## src/rtl/tick_mon_pkg.sv

```systemverilog
// Shared types and default constants for the tick period monitor.
package tick_mon_pkg;

  typedef enum logic [1:0] {
    SYNC   = 2'd0,
    TRACK  = 2'd1,
    LOCKED = 2'd2
  } tick_mon_state_t;

  localparam int unsigned DEF_EXP_PERIOD = 1000;
  localparam int unsigned DEF_TOL        = 2;
  localparam int unsigned DEF_LOCK_N     = 4;
  localparam int unsigned MISS_W         = 8;

endpackage

```

## src/rtl/tick_sat_cnt.sv

```systemverilog
// Saturating up-counter with synchronous clear; clear wins over increment.
module tick_sat_cnt #(
  parameter int unsigned W   = 8,
  parameter int unsigned MAX = (2 ** W) - 1
) (
  input  logic         clk,
  input  logic         rst_n,
  input  logic         clr_i,
  input  logic         inc_i,
  output logic [W-1:0] count_o
);

  localparam logic [W-1:0] MAX_V = W'(MAX);

  logic [W-1:0] count_q, count_d;

  // NOTE: assign the default before any branch so this block never infers a latch.
  always_comb begin
    count_d = count_q;
    if (clr_i) begin
      count_d = '0;
    end else if (inc_i && (count_q != MAX_V)) begin
      count_d = count_q + 1'b1;
    end
  end

  // NOTE: sequential state uses non-blocking assignments so every register samples pre-edge values.
  always_ff @(posedge clk or negedge rst_n) begin
    if (!rst_n) begin
      count_q <= '0;
    end else begin
      count_q <= count_d;
    end
  end

  assign count_o = count_q;

endmodule

```

## src/rtl/tick_period_monitor.sv

```systemverilog
// Measures spacing of divider ticks, flags early/late ticks and reports lock.
// Define TICK_MON_HIST_EN to add period_min/period_max history outputs.
module tick_period_monitor
  import tick_mon_pkg::*;
#(
  parameter int unsigned EXP_PERIOD = DEF_EXP_PERIOD,
  parameter int unsigned TOL        = DEF_TOL,
  parameter int unsigned LOCK_N     = DEF_LOCK_N,
  parameter int unsigned CNT_W      = 12
) (
  input  logic              clk,
  input  logic              reset,
  input  logic              enable,
  input  logic              tick_in,
  input  logic              clear,
  output logic [CNT_W-1:0]  period,
  output logic              period_valid,
  output logic              err_short,
  output logic              err_long,
  output logic              locked,
  output logic [MISS_W-1:0] miss_count
`ifdef TICK_MON_HIST_EN
  ,
  output logic [CNT_W-1:0]  period_min,
  output logic [CNT_W-1:0]  period_max
`endif
);

  localparam int unsigned      GOOD_W    = $clog2(LOCK_N + 1);
  localparam logic [CNT_W-1:0] TIMEOUT_V = CNT_W'(EXP_PERIOD + TOL);
  localparam logic [CNT_W-1:0] MIN_OK_V  = CNT_W'(EXP_PERIOD - TOL);
  localparam logic [GOOD_W-1:0] LOCK_M1_V = GOOD_W'(LOCK_N - 1);

  tick_mon_state_t   state_q, state_d;
  logic [CNT_W-1:0]  cnt_q, cnt_d;
  logic [CNT_W-1:0]  period_q, period_d;
  logic              pv_q, pv_d;
  logic              es_q, es_d;
  logic              el_q, el_d;
  logic [CNT_W-1:0]  measured;
  logic [GOOD_W-1:0] good_cnt;
  logic              good_clr, good_inc, miss_inc;

  assign measured = cnt_q + 1'b1;

  always_comb begin
    state_d  = state_q;
    cnt_d    = cnt_q;
    period_d = period_q;
    pv_d     = 1'b0;
    es_d     = 1'b0;
    el_d     = 1'b0;
    good_clr = 1'b0;
    good_inc = 1'b0;
    miss_inc = 1'b0;
    if (!enable) begin
      state_d  = SYNC;
      cnt_d    = '0;
      good_clr = 1'b1;
    end else begin
      case (state_q)
        SYNC: begin
          if (tick_in) begin
            state_d  = TRACK;
            cnt_d    = '0;
            good_clr = 1'b1;
          end
        end
        TRACK, LOCKED: begin
          cnt_d = cnt_q + 1'b1;
          // A tick in the timeout cycle would measure EXP_PERIOD+TOL+1, so timeout takes priority.
          if (cnt_q == TIMEOUT_V) begin
            el_d     = 1'b1;
            miss_inc = 1'b1;
            good_clr = 1'b1;
            cnt_d    = '0;
            state_d  = tick_in ? TRACK : SYNC;
          end else if (tick_in) begin
            cnt_d    = '0;
            period_d = measured;
            pv_d     = 1'b1;
            if (measured < MIN_OK_V) begin
              es_d     = 1'b1;
              good_clr = 1'b1;
              state_d  = TRACK;
            end else begin
              good_inc = 1'b1;
              if (good_cnt >= LOCK_M1_V) begin
                state_d = LOCKED;
              end
            end
          end
        end
        default: state_d = SYNC;
      endcase
    end
  end

  always_ff @(posedge clk or negedge reset) begin
    if (!reset) begin
      state_q  <= SYNC;
      cnt_q    <= '0;
      period_q <= '0;
      pv_q     <= 1'b0;
      es_q     <= 1'b0;
      el_q     <= 1'b0;
    end else begin
      state_q  <= state_d;
      cnt_q    <= cnt_d;
      period_q <= period_d;
      pv_q     <= pv_d;
      es_q     <= es_d;
      el_q     <= el_d;
    end
  end

  tick_sat_cnt #(
    .W   (GOOD_W),
    .MAX (LOCK_N)
  ) u_good_cnt (
    .clk     (clk),
    .rst_n   (reset),
    .clr_i   (good_clr),
    .inc_i   (good_inc),
    .count_o (good_cnt)
  );

  tick_sat_cnt #(
    .W (MISS_W)
  ) u_miss_cnt (
    .clk     (clk),
    .rst_n   (reset),
    .clr_i   (clear),
    .inc_i   (miss_inc),
    .count_o (miss_count)
  );

`ifdef TICK_MON_HIST_EN
  logic [CNT_W-1:0] min_q, min_d, max_q, max_d;

  always_comb begin
    min_d = min_q;
    max_d = max_q;
    if (clear) begin
      min_d = '1;
      max_d = '0;
    end else if (pv_d) begin
      if (period_d < min_q) min_d = period_d;
      if (period_d > max_q) max_d = period_d;
    end
  end

  always_ff @(posedge clk or negedge reset) begin
    if (!reset) begin
      min_q <= '1;
      max_q <= '0;
    end else begin
      min_q <= min_d;
      max_q <= max_d;
    end
  end

  assign period_min = min_q;
  assign period_max = max_q;
`endif

  assign period       = period_q;
  assign period_valid = pv_q;
  assign err_short    = es_q;
  assign err_long     = el_q;
  assign locked       = (state_q == LOCKED);

endmodule

```

## config.mk

```make
export PLATFORM = sky130hd
export DESIGN_NAME = tick_period_monitor
export DESIGN_NICKNAME = d
export VERILOG_FILES = /design/src/rtl/tick_mon_pkg.sv /design/src/rtl/tick_sat_cnt.sv /design/src/rtl/tick_period_monitor.sv
export SDC_FILE = /design/constraint.sdc
export NUM_CORES = 1
export LEC_CHECK = 0
export ABC_AREA = 1
export CAP_MARGIN = 15
export CORE_MARGIN = 2
export CORE_UTILIZATION = 57
export CTS_BUF_LIST = sky130_fd_sc_hd__clkbuf_4
export CTS_CLUSTER_SIZE = 40
export DETAILED_ROUTE_END_ITERATION = 7
export HOLD_SLACK_MARGIN = 0.1
export PLACE_DENSITY_LB_ADDON = 0.3
export SYNTH_ARGS = -nofsm -noshare
export SYNTH_HDL_FRONTEND = slang
export SYNTH_SLANG_ARGS = --single-unit
```

## constraint.sdc

```tcl
create_clock -name clk -period 2 [get_ports clk]
set_input_delay 0.6 -clock clk [delete_from_list [all_inputs] [get_ports clk]]
set_output_delay 0.6 -clock clk [all_outputs]
set_load 0.005 [all_outputs]
```

## Word level (Yosys, flattened, before mapping)

Index checks and enable logic that the tools add are counted.

| word-level totals | value |
|---|---|
| memory bits (read-only) | 0 |
| logic and storage cells | 69 |
| memories kept | 0 |
| bits in latches | 0 |
| memory bits (writable) | 0 |
| bits in registers | 40 |
| input port bits | 5 |

| operators by class | value |
|---|---|
| shift operators | 0 |
| multiply operators | 0 |
| mux-type cells | 37 |
| bitwise logic cells | 1 |
| equality and inequality tests | 9 |
| $add $sub $neg | 3 |
| reductions and logical operators | 9 |
| divide/modulo/power cells | 0 |
| $lt $le $gt $ge | 2 |

Operators by type and width:

| operator | count |
|---|---|
| $mux W12 | 4 |
| $pmux W12 S2 | 1 |
| $mux W1 | 20 |
| $mux W8 | 2 |
| $add A12 B1 Y12 const B | 1 |
| $eq A12 B10 Y1 const B | 1 |
| $lt A12 B10 Y1 const B | 1 |
| $mux W2 | 6 |
| $add A8 B1 Y8 const B | 1 |
| $ne A8 B8 Y1 const B | 1 |
| $mux W3 | 2 |
| $ne A3 B3 Y1 const B | 2 |
| $ne A5 B5 Y1 const B | 1 |
| $ne A4 B4 Y1 const B | 1 |
| $pmux W2 S2 | 1 |
| $reduce_and A4 Y1 | 1 |
| $reduce_bool A2 Y1 | 2 |
| $add A3 B1 Y3 const B | 1 |
| $ge A3 B2 Y1 const B | 1 |
| $ne A3 B1 Y1 const B | 1 |
| $reduce_and A3 Y1 | 1 |
| $eq A2 B1 Y1 const B | 1 |
| $eq A2 B2 Y1 const B | 1 |
| $logic_and A1 B1 Y1 | 2 |
| other kinds (5) | 5 |

## Logic depth before layout (Yosys ltp)

| logic depth | value |
|---|---|
| depth in word-level cells | 10 |
| depth in mapped cells | 16 |
| depth with buffers taken out | 15 |

## By module

A second synthesis with hierarchy kept.

| second synthesis, totals | value |
|---|---|
| cells, all modules | 316 |
| area total of the unflattened synthesis | 2404.8 µm² |

By module, submodules not included:

| module | times used | cells each | area each (µm²) | sequential area each (µm²) |
|---|---|---|---|---|
| tick_period_monitor | 1 | 217 | 1671.6 | 725.7 |
| tick_sat_cnt at u_miss_cnt | 1 | 74 | 544.3 | 200.2 |
| tick_sat_cnt at u_good_cnt | 1 | 25 | 188.9 | 75.1 |

## Worst setup path after synthesis

No wires, ideal clock.

| timing | value |
|---|---|
| kind | register to register |
| from | reg cnt_q[1] |
| to | reg state_q[0] |
| data arrival time | 1.679 ns |
| path buffers | 0 |
| library setup time | 0.117 ns |
| setup slack | 0.204 ns |
| stages on the path, launching flop included | 14 |
| cell sequence | dfrtp_1 -> ha_1 -> nand2_1 -> nor2_2 -> nand2_1 -> xor2_1 -> nor2_4 -> nand3_4 -> nand2_2 -> nand2_1 -> nand2_1 -> nand2_1 -> inv_1 -> nand2_1 |

| on the way | value |
|---|---|
| longest elaborated chain between the ends | 7 |
| elaborated cells between the ends (all ways) | 11 |

RTL lines:

| element | line | source |
|---|---|---|
| start, declared | tick_period_monitor.sv:35 | `logic [CNT_W-1:0] cnt_q, cnt_d;` |
| start signal, assigned | tick_period_monitor.sv:109 | `cnt_q <= cnt_d;` |
| $add A12 B1 Y12 | tick_period_monitor.sv:44 | `assign measured = cnt_q + 1'b1;` |
| $lt A12 B10 Y1 | tick_period_monitor.sv:82 | `if (measured < MIN_OK_V) begin` |
| $mux W2 | tick_period_monitor.sv:82 |  |
| $mux W2 | tick_period_monitor.sv:78 | `end else if (tick_in) begin` |
| $mux W2 | tick_period_monitor.sv:72 | `if (cnt_q == TIMEOUT_V) begin` |
| $pmux W2 S2 | tick_period_monitor.sv:61 | `case (state_q)` |
| $mux W2 | tick_period_monitor.sv:56 | `if (!enable) begin` |
| end signal, assigned | tick_period_monitor.sv:108 | `state_q <= state_d;` |
| end, declared | tick_period_monitor.sv:34 | `tick_mon_state_t state_q, state_d;` |

Parallel ways exist; a longest one is shown, timed or not. The select of a mux whose other input is x is not followed.
A chain may end at the register's enable or synchronous reset.

## Final worst setup path

Ends and elaborated chain as after synthesis.

==> flow_summary.yaml <==
status:
  status: "finished with violations"
  violations: "setup timing"
worst_setup_path:
  path_cells: "buf_6 -> buf_6 -> nand3_4 -> nor2_1 -> nand2_1 -> nand2_2 -> nand3_2 -> nor2_2 -> nand2_2 -> nand3_4 -> nand2_2 -> nand2_1 -> nand2_1 -> nand2_1 -> inv_1 -> nand2_1"
  rr_worst_depth: 16
  r2r-end: "state_q[0]"
  cp.arrival_ns: 2.36
  startpoint: "cnt_q[1]"
  cp.required_ns: 2.32
  crit_path_frequent_cell: "nand2_1"
  critical-path-max-stage-delay_ns: 0.44
  crit_path_end_kind: "flip-flop"
  reg2reg_from: "cnt_q[1]"
  ff2ff_setup_slack_ns: -0.04
  crit_type: "flip-flop to flip-flop"
  crit_end: "state_q[0]"
  cp_slowest_cell: "dfrtp_1"
  startpoint_type: "flip-flop"
  crit_path_max_fanout: 8
grt:
  grt_max_degree: 26
  grt_pass1_vias: 1955
  grt_pass1_wl_um: 8728
  antenna_found_initial: 0
  overflow: 0
  grt_usage_pct: 26.11
placed_design:
  dp_cells: 370
  dpl-instance-area_mm2: 0.002694
  port_buffers: 28
  dp.final_hpwl_um: 3617
  gp_congestion: 0.8723
power:
  power_density_mw_per_mm2: 646.5
  intPower_mw: 1.343
  seqPwrFrac_pct: 45.2
  vdd_drop_max_v: 0.0005050
  p_sw_uw: 625.4
  p_leak_nw: 1.374
  switching_share_pct: 31.77
  clkPwrFrac_pct: 27.2
  combinationalPowerShare_pct: 27.6
logic_synthesis:
  synth_common_cells: "nand2_1, inv_1, dfrtp_1"
  synth_cells: 284
  synth_most_common_cell: "nand2_1"
  synth_ff_type: "dfrtp_1"
  syn_nets: 298
  synth_area_mm2: 0.002258
  async_flop_share_pct: 100.0
  yosysWarnings: 0
  synth_seq_area_share_pct: 44.32
  yosys.area.top_type: "dfrtp_1"
  yosys-top-cells-area: "dfrtp_1, nand2_1, inv_1"
  synth_area_per_cell_um2: 7.952
  synth-seq-cells: 40
  yosysUniqueCellTypes: 28
  synth_edf_count: 0
  netlist.area_leader.share_pct: 44.32
cells_and_area:
  postLayoutCoreUtil_pct: 81.32
  area_growth_pct: 34.79
  fin_nets: 357
  final_area_mm2: 0.003044
  fill_cells: 233
  drive_gt1_share_pct: 24.71
  seqCellArea_mm2: 0.001005
  diodes: 0
  instances_no_fill: 392
  multiInputGateArea_mm2: 0.001227
timing:
  fin_skew_ns: 0.009705
  rsz0062_at_grt: "true"
  max-slew-margin-rel_pct: 68.66
  worstMarginPinSlew_ns: 0.4701
  max_freq_mhz: 490.2
  setup_violations: 4
  hold_viol: 0
  fin_crit_sh_pct: 102.0
  drv_slew: 0
  period_needed_ns: 2.040
  layout_setup_ws_ns: -0.04011
route:
  ant_nets: 0
  drt_wl_total_um: 5938
  wl_per_cell_um: 15.15
  route.vias.total: 2188
  viasPerCell: 5.582
  drc: 0
  drt-initial-drc-count: 160
  first_pass_iters: 4
floorplanning:
  die_h_um: 66.95
  start_util_pct: 60.33
  core_mm2: 0.003744
  pin_count: 29
  die_area_mm2: 0.004482
  num_rows: 22
  chipWidth_um: 66.95
clock_network:
  cts_made_buffers: 5
  tritoncts: "yes"
  clkSinkCount: 40
  clk_pin_slew_worst_paths_ns: 0.12
  root_buffer: "clkbuf_4"
  h-tree-depth: 2
  cts_hold_buf: 0
  clock_latency_ns: 0.37
  clockBufferDepth: 2
flow_run:
  max-cap-violations: 0
worst_hold_path:
  hp-class: "input port to asynchronous set/reset pin"
[worst min path at each step]
| stage | start | cells past startpoint | slack, ns | end |
|---|---|---|---|---|
| 6_report | reset | 1 | 0.16 | period_valid |
| 5_1_grt | reset | 1 | 0.19 | period_valid |
| 4_1_cts | reset | 1 | 0.17 | period_valid |
| 3_5_place_dp | period[9] | 2 | 0.47 | period[9] |
| 3_3_place_gp | period[8] | 2 | 0.46 | period[8] |
| 2_1_floorplan | reset | 0 | 0.30 | cnt_q[0] |
[logic make-up after synthesis]
| group | count (synthesis) | share of synthesized area [%] |
|---|---|---|
| AO/OA/AOI/OAI | 38 | 9.252 |
| XOR/XNOR | 5 | 1.939 |
| adder cells (fa/ha/maj) | 9 | 4.986 |
| buffers and inverters | 49 | 8.421 |
| flip-flops | 40 | 44.32 |
| AND/OR/NAND/NOR | 143 | 31.08 |
[cell usage in the layout (no fill, tap or decap), drive strengths merged, types with 2 or more instances in the layout]
| cell | instances |
|---|---|
| a21oi | 6 |
| buf | 30 |
| clkbuf | 5 |
| clkdlybuf4s50 | 26 |
| clkinv | 4 |
| dfrtp | 40 |
| ha | 9 |
| inv | 42 |
| nand2 | 70 |
| nand3 | 18 |
| nand4 | 11 |
| nor2 | 28 |
| nor3 | 14 |
| o21ai | 20 |
| o21bai | 2 |
| o22ai | 9 |
| xor2 | 5 |
[cell type report]
class,count,share of cell area [%]
Clock buffer,5,1.233
Clock inverter,3,1.233
Inverter,44,5.425
Multi-Input combinational cell,195,40.32
Sequential cell,40,33.00
Tap cell,48,1.973
Timing Repair Buffer,57,16.81
[flip-flops by register name, summed over array words and instances (netlist names)]
register,flops
u_miss_cnt.count_o,8
state_q,2
err_short,1
err_long,1
cnt_q,12
period_valid,1
u_good_cnt.count_o,3
period,12
[power groups by stage]
| stage | clock, mW | combinational [mW] | sequential, mW |
|---|---|---|---|
| after floorplan | 0 | 0.230 | 0.904 |
| after global placement | 0 | 0.444 | 0.902 |
| after detailed placement | 0 | 0.453 | 0.902 |
| after CTS | 0.541 | 0.486 | 0.883 |
| after global routing | 0.574 | 0.592 | 0.895 |
| final | 0.535 | 0.543 | 0.890 |
[what timing repair did]
item	CTS	global route
setup buffers	3	11
endpoints found under the setup margin	5	16
endpoints found under the hold margin	0	0
pin swaps	0	24
resized for setup	2	43
[per-layer routing]
| layer | track usage [%] | part of all wire, % |
|---|---|---|
| met1 | 34.39 | 41 |
| met2 | 42.13 | 50 |
| met3 | 6.081 | 5.4 |
| met4 | 9.184 | 3.1 |
| met5 | 0 | 0 |
[through the flow]
stage | worst slack [ns] | hold WS, ns | power, mW | setup TNS, ns
6_report | -0.04011 | 0.1633 | 1.968 | -0.09155
5_1_grt | -0.2217 | 0.1889 | 2.061 | -0.9585
4_1_cts | 0.01189 | 0.1741 | 1.910 | 0
3_5_place_dp | -0.05306 | 0.4722 | 1.356 | -0.3614
3_3_place_gp | -0.01698 | 0.4636 | 1.346 | -0.06121
2_1_floorplan | 0.2038 | 0.3044 | 1.134 | 0
[critical path, delay by kind of cell (launching register included)]
kind,cells,cell delay (ns)
buf+inv,3,0.31
flops,1,0.44
simple gates,13,1.25
Note: power is estimated with default switching activity, not from simulation.
